===== config.mk =====
export PLATFORM = sky130hd
export DESIGN_NAME = microwave_ctrl
export DESIGN_NICKNAME = d
export VERILOG_FILES = /design/src/rtl/microwave_ctrl.sv
export SDC_FILE = /design/constraint.sdc
export NUM_CORES = 1
export LEC_CHECK = 0
export CAP_MARGIN = 20
export CORE_MARGIN = 10
export CORE_UTILIZATION = 59
export DETAILED_ROUTE_END_ITERATION = 7
export PLACE_DENSITY_LB_ADDON = 0.3
export SYNTH_ARGS = -nofsm -noshare
export SYNTH_HDL_FRONTEND = slang
export SYNTH_SLANG_ARGS = --single-unit
export TNS_END_PERCENT = 5

===== constraint.sdc =====
create_clock -name clk -period 4.5 [get_ports clk]
set_input_delay 0.9 -clock clk [delete_from_list [all_inputs] [get_ports clk]]
set_output_delay 0.9 -clock clk [all_outputs]
set_load 0.01 [all_outputs]

===== src/rtl/microwave_ctrl.sv =====
// Single-clock microwave cook-timer sequencer: load, prescaled countdown,
// door interlock, pause/resume, cancel, quick-add and a timed completion beep.
module microwave_ctrl #(
   parameter int TICK_DIV = 4,
   parameter int BEEP_LEN = 3
) (
   input  logic       clk,
   input  logic       rst,
   input  logic [3:0] tin,
   input  logic       set,
   input  logic       start,
   input  logic       stop,
   input  logic       door,
   output logic       p,
   output logic [3:0] remain,
   output logic       beep,
   output logic [2:0] state
);
   localparam int PW       = (TICK_DIV > 1) ? $clog2(TICK_DIV) : 1;
   localparam int BEEP_CYC = BEEP_LEN * TICK_DIV;
   localparam int BW       = (BEEP_CYC > 1) ? $clog2(BEEP_CYC) : 1;
   localparam logic [PW-1:0] PRE_LAST  = PW'(TICK_DIV - 1);
   localparam logic [BW-1:0] BEEP_LAST = BW'(BEEP_CYC - 1);

   typedef enum logic [2:0] {
      ST_IDLE  = 3'b000,
      ST_SET   = 3'b001,
      ST_COOK  = 3'b010,
      ST_PAUSE = 3'b011,
      ST_DONE  = 3'b100
   } state_t;

   state_t        r_state;
   logic          r_p;
   logic          r_beep;
   logic [3:0]    r_remain;
   logic [PW-1:0] r_pre;
   logic [BW-1:0] r_bcnt;
   logic          r_set_prev;
   logic          r_start_prev;
   logic          r_stop_prev;

   logic          w_set_ev;
   logic          w_start_ev;
   logic          w_stop_ev;
   logic          w_term;
   logic [PW-1:0] w_pre_nxt;
   logic          w_last_unit;
   logic [3:0]    w_rem_dec;
   logic [3:0]    w_rem_inc;

   assign w_set_ev    = set & ~r_set_prev;
   assign w_start_ev  = start & ~r_start_prev;
   assign w_stop_ev   = stop & ~r_stop_prev;
   assign w_term      = (r_pre == PRE_LAST);
   assign w_pre_nxt   = w_term ? {PW{1'b0}} : r_pre + PW'(1);
   assign w_last_unit = (r_remain <= 4'd1);
   assign w_rem_dec   = r_remain - 4'd1;
   assign w_rem_inc   = (r_remain == 4'd15) ? 4'd15 : r_remain + 4'd1;

   // Sequencer state, prescaler, beep timer, edge-detect history and registered outputs.
   always_ff @(posedge clk or negedge rst) begin
      if (!rst) begin
         r_state      <= ST_IDLE;
         r_p          <= 1'b0;
         r_beep       <= 1'b0;
         r_remain     <= 4'd0;
         r_pre        <= {PW{1'b0}};
         r_bcnt       <= {BW{1'b0}};
         r_set_prev   <= 1'b0;
         r_start_prev <= 1'b0;
         r_stop_prev  <= 1'b0;
      end else begin
         r_set_prev   <= set;
         r_start_prev <= start;
         r_stop_prev  <= stop;
         case (r_state)
            ST_IDLE: begin
               r_p      <= 1'b0;
               r_beep   <= 1'b0;
               r_remain <= 4'd0;
               if (w_set_ev && (tin != 4'd0)) begin
                  r_state  <= ST_SET;
                  r_remain <= tin;
               end
            end
            ST_SET: begin
               if (w_stop_ev) begin
                  r_state  <= ST_IDLE;
                  r_remain <= 4'd0;
               end else if (w_start_ev && !door) begin
                  r_state <= ST_COOK;
                  r_p     <= 1'b1;
                  r_pre   <= {PW{1'b0}};
               end else if (w_set_ev) begin
                  r_remain <= tin;
                  if (tin == 4'd0) begin
                     r_state <= ST_IDLE;
                  end
               end
            end
            ST_COOK: begin
               // A pause swallows this cycle's tick; a quick-add on the terminal tick nets to zero.
               if (door || w_stop_ev) begin
                  r_state <= ST_PAUSE;
                  r_p     <= 1'b0;
               end else begin
                  r_pre <= w_pre_nxt;
                  if (w_start_ev) begin
                     if (!w_term) begin
                        r_remain <= w_rem_inc;
                     end
                  end else if (w_term) begin
                     if (w_last_unit) begin
                        r_state  <= ST_DONE;
                        r_p      <= 1'b0;
                        r_beep   <= 1'b1;
                        r_bcnt   <= {BW{1'b0}};
                        r_remain <= 4'd0;
                     end else begin
                        r_remain <= w_rem_dec;
                     end
                  end
               end
            end
            ST_PAUSE: begin
               // The resume edge counts as a cook cycle, making up for the tick lost at pause.
               if (w_stop_ev) begin
                  r_state  <= ST_IDLE;
                  r_remain <= 4'd0;
                  r_pre    <= {PW{1'b0}};
               end else if (w_start_ev && !door) begin
                  r_state <= ST_COOK;
                  r_p     <= 1'b1;
                  r_pre   <= w_pre_nxt;
                  if (w_term) begin
                     if (w_last_unit) begin
                        r_state  <= ST_DONE;
                        r_p      <= 1'b0;
                        r_beep   <= 1'b1;
                        r_bcnt   <= {BW{1'b0}};
                        r_remain <= 4'd0;
                     end else begin
                        r_remain <= w_rem_dec;
                     end
                  end
               end
            end
            ST_DONE: begin
               if (w_stop_ev || door || (r_bcnt == BEEP_LAST)) begin
                  r_state <= ST_IDLE;
                  r_beep  <= 1'b0;
                  r_bcnt  <= {BW{1'b0}};
               end else begin
                  r_bcnt <= r_bcnt + BW'(1);
               end
            end
            default: begin
               r_state  <= ST_IDLE;
               r_p      <= 1'b0;
               r_beep   <= 1'b0;
               r_remain <= 4'd0;
               r_pre    <= {PW{1'b0}};
               r_bcnt   <= {BW{1'b0}};
            end
         endcase
      end
   end

   assign p      = r_p;
   assign remain = r_remain;
   assign beep   = r_beep;
   assign state  = r_state;
endmodule


==> results.md, run 1 <==
### Outcome
• **result of the run** completed

### Timing
• **Max Transition Viols Final** 0
• **post-route fraction of the period consumed by the critical path** 58.3%
• **unrepaired setup endpoints after global routing** false
• **accumulated negative setup slack** 0 ns
• **# setup viols final** 0
• **Final Hold Fails** 0
• **worst-margin pin slew** 0.830 ns
• **final worst clock skew** 0.00127 ns
• **timing-limited maximum frequency** 381 MHz
• **time the final worst path needs with I/O delays and setup** 2.62 ns
• **Max-Slew Margin vs Limit** 44.5%

### Critical path
• **maximum cell stage delay along the critical path** 0.58 ns
• **startpoint type of the worst setup path** input port
• **standard cell with the maximum stage delay on the critical path** sky130_fd_sc_hd__nor2b_1
• **Worst Path Buf+Inv** 1
• **worst setup path class** in2reg
• **maximum net fanout on the critical path** 10
• **worst endpoint data arrival time** 2.82 ns
• **endpoint type of the worst setup path** flop
• **Crit path max-delay family** simple AND/OR/NAND/NOR gates
• **CP cell instances** clkdlybuf4s50_1, nor2b_1, nand3_1, o211ai_2, o21bai_4, mux2_4
• **Worst Path Required** 4.69 ns

### Synthesis
• **fraction of synthesis flops using an asynchronous set or reset pin** 100%
• **count of different cell masters after synthesis** 57
• **Synthesized Nets** 173
• **proportion of synthesized chip area in sequential cells** 31.0%
• **flop and latch count out of synthesis** 18
• **mean post-synth cell area** 9.21 um2
• **Post-synth EDFFs** 0
• **cell type with the largest total area after synthesis** sky130_fd_sc_hd__dfrtp_1
• **warning count from the yosys run** 0
• **fraction of post-synthesis cell area in the top cell type by area** 31.0%
• **largest cells by area after synthesis** sky130_fd_sc_hd__dfrtp_1 (31%), sky130_fd_sc_hd__nand2_1 (4.4%), sky130_fd_sc_hd__ha_1 (4.3%), sky130_fd_sc_hd__nor3b_2 (3.4%), sky130_fd_sc_hd__nand2b_1 (3.0%)
• **top cells by instance count after synthesis** sky130_fd_sc_hd__dfrtp_1 (18), sky130_fd_sc_hd__nand2_1 (17), sky130_fd_sc_hd__nor2_1 (8), sky130_fd_sc_hd__nand2b_1 (7), sky130_fd_sc_hd__nor2b_1 (7)
• **most used standard cell by instance count after synthesis** sky130_fd_sc_hd__dfrtp_1
• **Post-Synthesis Cell Area** 1460 um2
• **instance count of the mapped netlist** 158
• **top flip-flop cell by instance count after synthesis** sky130_fd_sc_hd__dfrtp_1

### Routing
• **first-iteration detailed-routing DRC count** 103
• **highest routed metal layer** met4
• **Met1 Routed Length** 1600 um
• **detailed-routed wire length on met2** 1600 um
• **Met3 Routed Length** 264 um
• **vias after detailed routing** 1338
• **average routed wire per standard cell** 17.6 um
• **mean number of vias per cell** 6.69
• **detailed-route DRC error count** 0
• **first-pass detailed-route iteration total** 4
• **final antenna-violating net count** 0
• **Total Routed Length** 3520 um

### Cells and area
• **Net count, final** 188
• **post-layout util** 72.5%
• **area growth from synthesis to layout** 13.3%
• **proportion of layout cells with a drive suffix above 1** 14.0%
• **Ant. Diodes** 0

### Flow run
• **max-cap viol count** 0

### Power
• **power density relative to cell area** 481 nW/um2
• **leakage power** 0.000677 uW
• **worst voltage drop across the vdd grid** 0.000312 V
• **overall power consumption** 793 uW

### Floorplan
• **site row count** 17
• **floorplan core area** 2280 um2
• **effective utilization at floorplan** 63.9%
• **total die area** 4850 um2
• **horizontal die dimension** 69.7 um
• **number of top-level pins** 19
• **Die Span Y** 69.7 um

### Clock network
• **CTS clock-pin slew for the worst setup and hold paths** 0.11 ns
• **# H-tree levels** 1
• **post-CTS setup buffers** 0
• **Resize count post-CTS** 0
• **Inserted Clock Buffers** 3
• **latest clock arrival within the worst-skew pair** 0.30 ns
• **maximum number of buffers from clock root to sink** 2
• **clk sink count** 18
• **hold-fix buffer count after cts** 0
• **TritonCTS clock tree** built
• **Root Buffer Master** sky130_fd_sc_hd__clkbuf_4

### Hold path
• **type of the most critical hold path** reg2reg

### Global route
• **GR Util All Layers** 14.4%
• **initial antenna violation count** 0
• **global-route wire length before repair** 6100 um
• **maximum number of pins on one net before global-route repair** 19
• **number of global-route vias before repair** 1281
• **leftover overflow at the end of global routing** 0

### Place
• **GPL Wtd Cong** 0.970
• **total of buffers placed on input and output ports** 18
• **final HPWL from detailed placement** 2610 um

==> worst paths after layout <==
kind                       cells after the start  slack (ns)                  start                    end
min in group asynchronous                      1        1.07                    rst  r_bcnt[2]$_DFFE_PN0P_
hold reg to reg                                1        0.50  r_bcnt[3]$_DFFE_PN0P_  r_bcnt[3]$_DFFE_PN0P_
max in group asynchronous                      1        2.92                    rst       beep$_DFFE_PN0P_
setup reg to reg                               5        2.32   state[0]$_DFFE_PN0P_  remain[2]$_DFFE_PN0P_
hold / removal                                 1        0.50  r_bcnt[3]$_DFFE_PN0P_  r_bcnt[3]$_DFFE_PN0P_
setup / recovery                               6        1.88                  start  remain[2]$_DFFE_PN0P_
==> cell usage in the layout, fill, tap and decap left out, types with 2 or more instances in the layout <==
cell,Yosys,routed
sky130_fd_sc_hd__nand2b_1,7,7
sky130_fd_sc_hd__o31ai_1,2,2
sky130_fd_sc_hd__o21bai_1,2,2
sky130_fd_sc_hd__o21ai_0,6,6
sky130_fd_sc_hd__o2111ai_2,2,2
sky130_fd_sc_hd__nor3b_2,4,4
sky130_fd_sc_hd__nor2_1,8,8
sky130_fd_sc_hd__inv_1,5,5
sky130_fd_sc_hd__nand2_1,17,17
sky130_fd_sc_hd__ha_1,5,5
sky130_fd_sc_hd__a22o_1,3,3
sky130_fd_sc_hd__o221ai_1,3,3
sky130_fd_sc_hd__dfrtp_1,18,18
sky130_fd_sc_hd__a211oi_1,4,4
sky130_fd_sc_hd__a21oi_1,6,6
sky130_fd_sc_hd__nor2b_1,7,7
sky130_fd_sc_hd__or3_1,2,2
sky130_fd_sc_hd__clkdlybuf4s50_1,0,18
sky130_fd_sc_hd__clkbuf_4,0,3
sky130_fd_sc_hd__mux2_1,2,2
sky130_fd_sc_hd__o211ai_1,2,2
sky130_fd_sc_hd__nand3_1,5,5
sky130_fd_sc_hd__nor3_1,3,3
sky130_fd_sc_hd__o21ai_1,4,4
sky130_fd_sc_hd__xnor2_1,2,2
==> area by class of cell <==
cell class,instances,area (um2)
repair buffers,18,180
well taps,28,35.0
flip-flops and latches,18,450
inverters,6,22.5
fillers,166,627
multi-input cells,126,925
clock buffers,4,36.3
==> sequential cells by signal (all words and copies together) (netlist names) <==
name	count
r_pre	2
state	3
r_start_prev	1
r_stop_prev	1
p	1
r_bcnt	4
beep	1
r_set_prev	1
remain	4
==> power breakdown <==
group	total, uW	switching [uW]	internal, uW	leakage [uW]
logic	407	198	209	0.000419
registers	282	87.3	195	0.000237
clock network	104	54.9	49.3	0.0000210
total	793	340	453	0.000677
==> metal layers <==
metal,global-route usage (%),vias to the layer above
li1,-,623
met1,18.9,649
met2,22.7,58
met3,2.85,8
met4,5.22,0
met5,0,-
==> metrics by stage <==
| step | instance area, um2 | cells | setup slack [ns] | hold WS (ns) |
|---|---|---|---|---|
| after floorplan | 1460 | 158 | 2.39 | 0.448 |
| after global placement | 1610 | 196 | 1.64 | 0.474 |
| after detailed placement | 1610 | 196 | 1.58 | 0.475 |
| after CTS | 1650 | 200 | 1.90 | 0.491 |
| after global routing | 1650 | 200 | 1.76 | 0.524 |
| final | 1650 | 200 | 1.88 | 0.498 |
==> logic make-up after synthesis <==
| logic type | count (synthesis) | synth area share, % |
|---|---|---|
| DFF | 18 | 31.0 |
| xor gates and xnor gates | 3 | 1.81 |
| AOI/OAI and AO/OA | 50 | 27.8 |
| adders and majority gates | 5 | 4.30 |
| buffers and inverters | 14 | 5.50 |
| and+or+nand+nor | 64 | 26.4 |
| muxes | 4 | 3.27 |
No activity file was read; power rests on OpenSTA's default activity.
==> inputs of run 2 (changes only) <==
--- a/config.mk
+++ b/config.mk
@@ -6,8 +6,9 @@
 export NUM_CORES = 1
 export LEC_CHECK = 0
 export CAP_MARGIN = 20
+export CORE_ASPECT_RATIO = 0.5
 export CORE_MARGIN = 10
-export CORE_UTILIZATION = 59
+export CORE_UTILIZATION = 49
 export DETAILED_ROUTE_END_ITERATION = 7
 export PLACE_DENSITY_LB_ADDON = 0.3
 export SYNTH_ARGS = -nofsm -noshare
==> constraint.sdc (replaced) <==
create_clock -name clk -period 2.25 [get_ports clk]
set_input_delay 0.45 -clock clk [delete_from_list [all_inputs] [get_ports clk]]
set_output_delay 0.45 -clock clk [all_outputs]
set_load 0.01 [all_outputs]
==> results.md, run 2 (synthesized netlist as in run 1, its figures left out) <==
### Cells and area
• **proportion of layout cells with a drive suffix above 1** 19.6%
• **most frequent cells in the layout** sky130_fd_sc_hd__dfrtp_1 (18), sky130_fd_sc_hd__clkdlybuf4s50_1 (18), sky130_fd_sc_hd__nand2_1 (17)
• **Ant. Diodes** 0
• **area growth from synthesis to layout** 21.6%
• **Storage cell area** 450 um2
• **number of fill cells** 226
• **Net count, final** 200
• **count of placed standard cells in the final layout, fillers left out** 221
• **multi-input gate area in the final layout** 925 um2
• **Final Instance Area** 1770 um2

### Clock network
• **maximum number of buffers from clock root to sink** 2
• **clk sink count** 18
• **hold-fix buffer count after cts** 0
• **TritonCTS clock tree** built
• **CTS clock-pin slew for the worst setup and hold paths** 0.07 ns
• **Resize count post-CTS** 0
• **Inserted Clock Buffers** 3
• **latest clock arrival within the worst-skew pair** 0.26 ns
• **post-CTS setup buffers** 0
• **Root Buffer Master** sky130_fd_sc_hd__clkbuf_8
• **# H-tree levels** 1

### Routing
• **first-iteration detailed-routing DRC count** 92
• **first-pass detailed-route iteration total** 4
• **final antenna-violating net count** 0
• **vias after detailed routing** 1291
• **Total Routed Length** 3580 um
• **mean number of vias per cell** 5.84
• **detailed-route DRC error count** 0
• **average routed wire per standard cell** 16.2 um

### Place
• **final HPWL from detailed placement** 2730 um
• **total of buffers placed on input and output ports** 18
• **DP Area** 1710 um2
• **number of placed cells counting well taps** 217
• **GPL Wtd Cong** 0.888

### Timing
• **final worst clock skew** 0.00583 ns
• **final worst hold slack** 0.491 ns
• **post-route fraction of the period consumed by the critical path** 91.0%
• **# setup viols final** 0
• **Max Transition Viols Final** 0
• **Max-Slew Margin vs Limit** 63.7%
• **timing-limited maximum frequency** 489 MHz
• **Final Hold Fails** 0
• **unrepaired setup endpoints after global routing** false
• **time the final worst path needs with I/O delays and setup** 2.05 ns
• **worst-margin pin slew** 0.545 ns

### Critical path
• **maximum net fanout on the critical path** 16
• **Crit path max-delay family** flip-flops
• **launch instance of the worst register-to-register path** remain[0]$_DFFE_PN0P_
• **FF-to-FF path depth** 7
• **maximum cell stage delay along the critical path** 0.69 ns
• **startpoint type of the worst setup path** flop
• **CP cell instances** clkdlybuf4s50_1
• **Worst Path Buf+Inv** 1
• **register-to-register path setup slack** 0.23 ns
• **standard cell with the maximum stage delay on the critical path** sky130_fd_sc_hd__dfrtp_1
• **endpoint type of the worst setup path** output port
• **reg-to-reg critical path endpoint** remain[2]$_DFFE_PN0P_
• **worst endpoint data arrival time** 1.60 ns
• **Worst Path Required** 1.80 ns
• **worst setup path class** reg2out

### Hold path
• **worst hold path stage count** 1
• **source of the worst hold timing path** r_bcnt[3]$_DFFE_PN0P_
• **type of the most critical hold path** reg2reg
• **endpoint of the worst hold-timing path** r_bcnt[3]$_DFFE_PN0P_

### Global route
• **initial antenna violation count** 0
• **GR Util All Layers** 12.8%
• **leftover overflow at the end of global routing** 0
• **number of global-route vias before repair** 1248
• **maximum number of pins on one net before global-route repair** 19
• **global-route wire length before repair** 6180 um

### Floorplan
• **number of top-level pins** 19
• **Die Span Y** 58.5 um
• **floorplan core area** 2720 um2
• **effective utilization at floorplan** 53.6%
• **horizontal die dimension** 97.1 um
• **total die area** 5680 um2
• **site row count** 13

### Outcome
• **result of the run** completed

### Power
• **leakage power** 0.000742 uW
• **power density relative to cell area** 957 nW/um2
• **worst voltage drop across the vdd grid** 0.000633 V

### Flow run
• **max-cap viol count** 0

-- run 2: worst max path at each step --
| stage | startpoint | endpoint | slack, ns | cells past startpoint |
|---|---|---|---|---|
| after CTS | state[1]$_DFFE_PN0P_ | state[1] | 0.19 | 1 |
| final | state[1]$_DFFE_PN0P_ | state[1] | 0.20 | 1 |
| after floorplan | remain[0]$_DFFE_PN0P_ | remain[2]$_DFFE_PN0P_ | 0.41 | 7 |
| after global routing | state[1]$_DFFE_PN0P_ | state[1] | 0.09 | 1 |
| after global placement | stop | r_pre[0]$_DFFE_PN0P_ | -0.01 | 6 |
| after detailed placement | stop | r_pre[0]$_DFFE_PN0P_ | -0.03 | 6 |
-- run 2: layout make-up --
class | instances | area share, %
multi-input combinational | 126 | 52.3
sequential | 18 | 25.5
timing repair buffer | 30 | 15.3
clock buffer | 4 | 3.11
tap | 37 | 2.62
inverter | 6 | 1.27
-- run 2: per-stage QoR --
step	setup WS (ns)	power [uW]	util (%)	setup TNS [ns]
2_1_floorplan	0.411	1130	-	0
3_3_place_gp	-0.0110	1400	63.1	-0.0110
3_5_place_dp	-0.0316	1420	63.1	-0.0316
4_1_cts	0.190	1700	65.1	0
5_1_grt	0.0897	1820	65.1	0
6_report	0.203	1690	65.1	0
-- run 2: worst reg2reg max path, stage by stage (launching register included) --
cell and delay (ns):
sky130_fd_sc_hd__dfrtp_1 0.51, sky130_fd_sc_hd__inv_1 0.12, sky130_fd_sc_hd__ha_1 0.23, sky130_fd_sc_hd__and4b_1 0.21, sky130_fd_sc_hd__a21oi_2 0.16, sky130_fd_sc_hd__o21ai_1 0.10, sky130_fd_sc_hd__a221o_1 0.31, sky130_fd_sc_hd__mux2_4 0.26
-- run 2: where the power goes --
part | leakage, uW | internal [uW] | switching (uW)
logic | 0.000477 | 456 | 440
registers | 0.000237 | 391 | 138
clock network | 0.0000288 | 156 | 112
-- run 2: per-layer routing --
layer | track usage [%] | up-vias | share of wire, %
li1 | - | 639 | -
met5 | 0 | - | 0
met3 | 4.07 | 7 | 7.2
met1 | 16.9 | 604 | 47
met2 | 20.2 | 41 | 44
met4 | 2.71 | 0 | 1.3
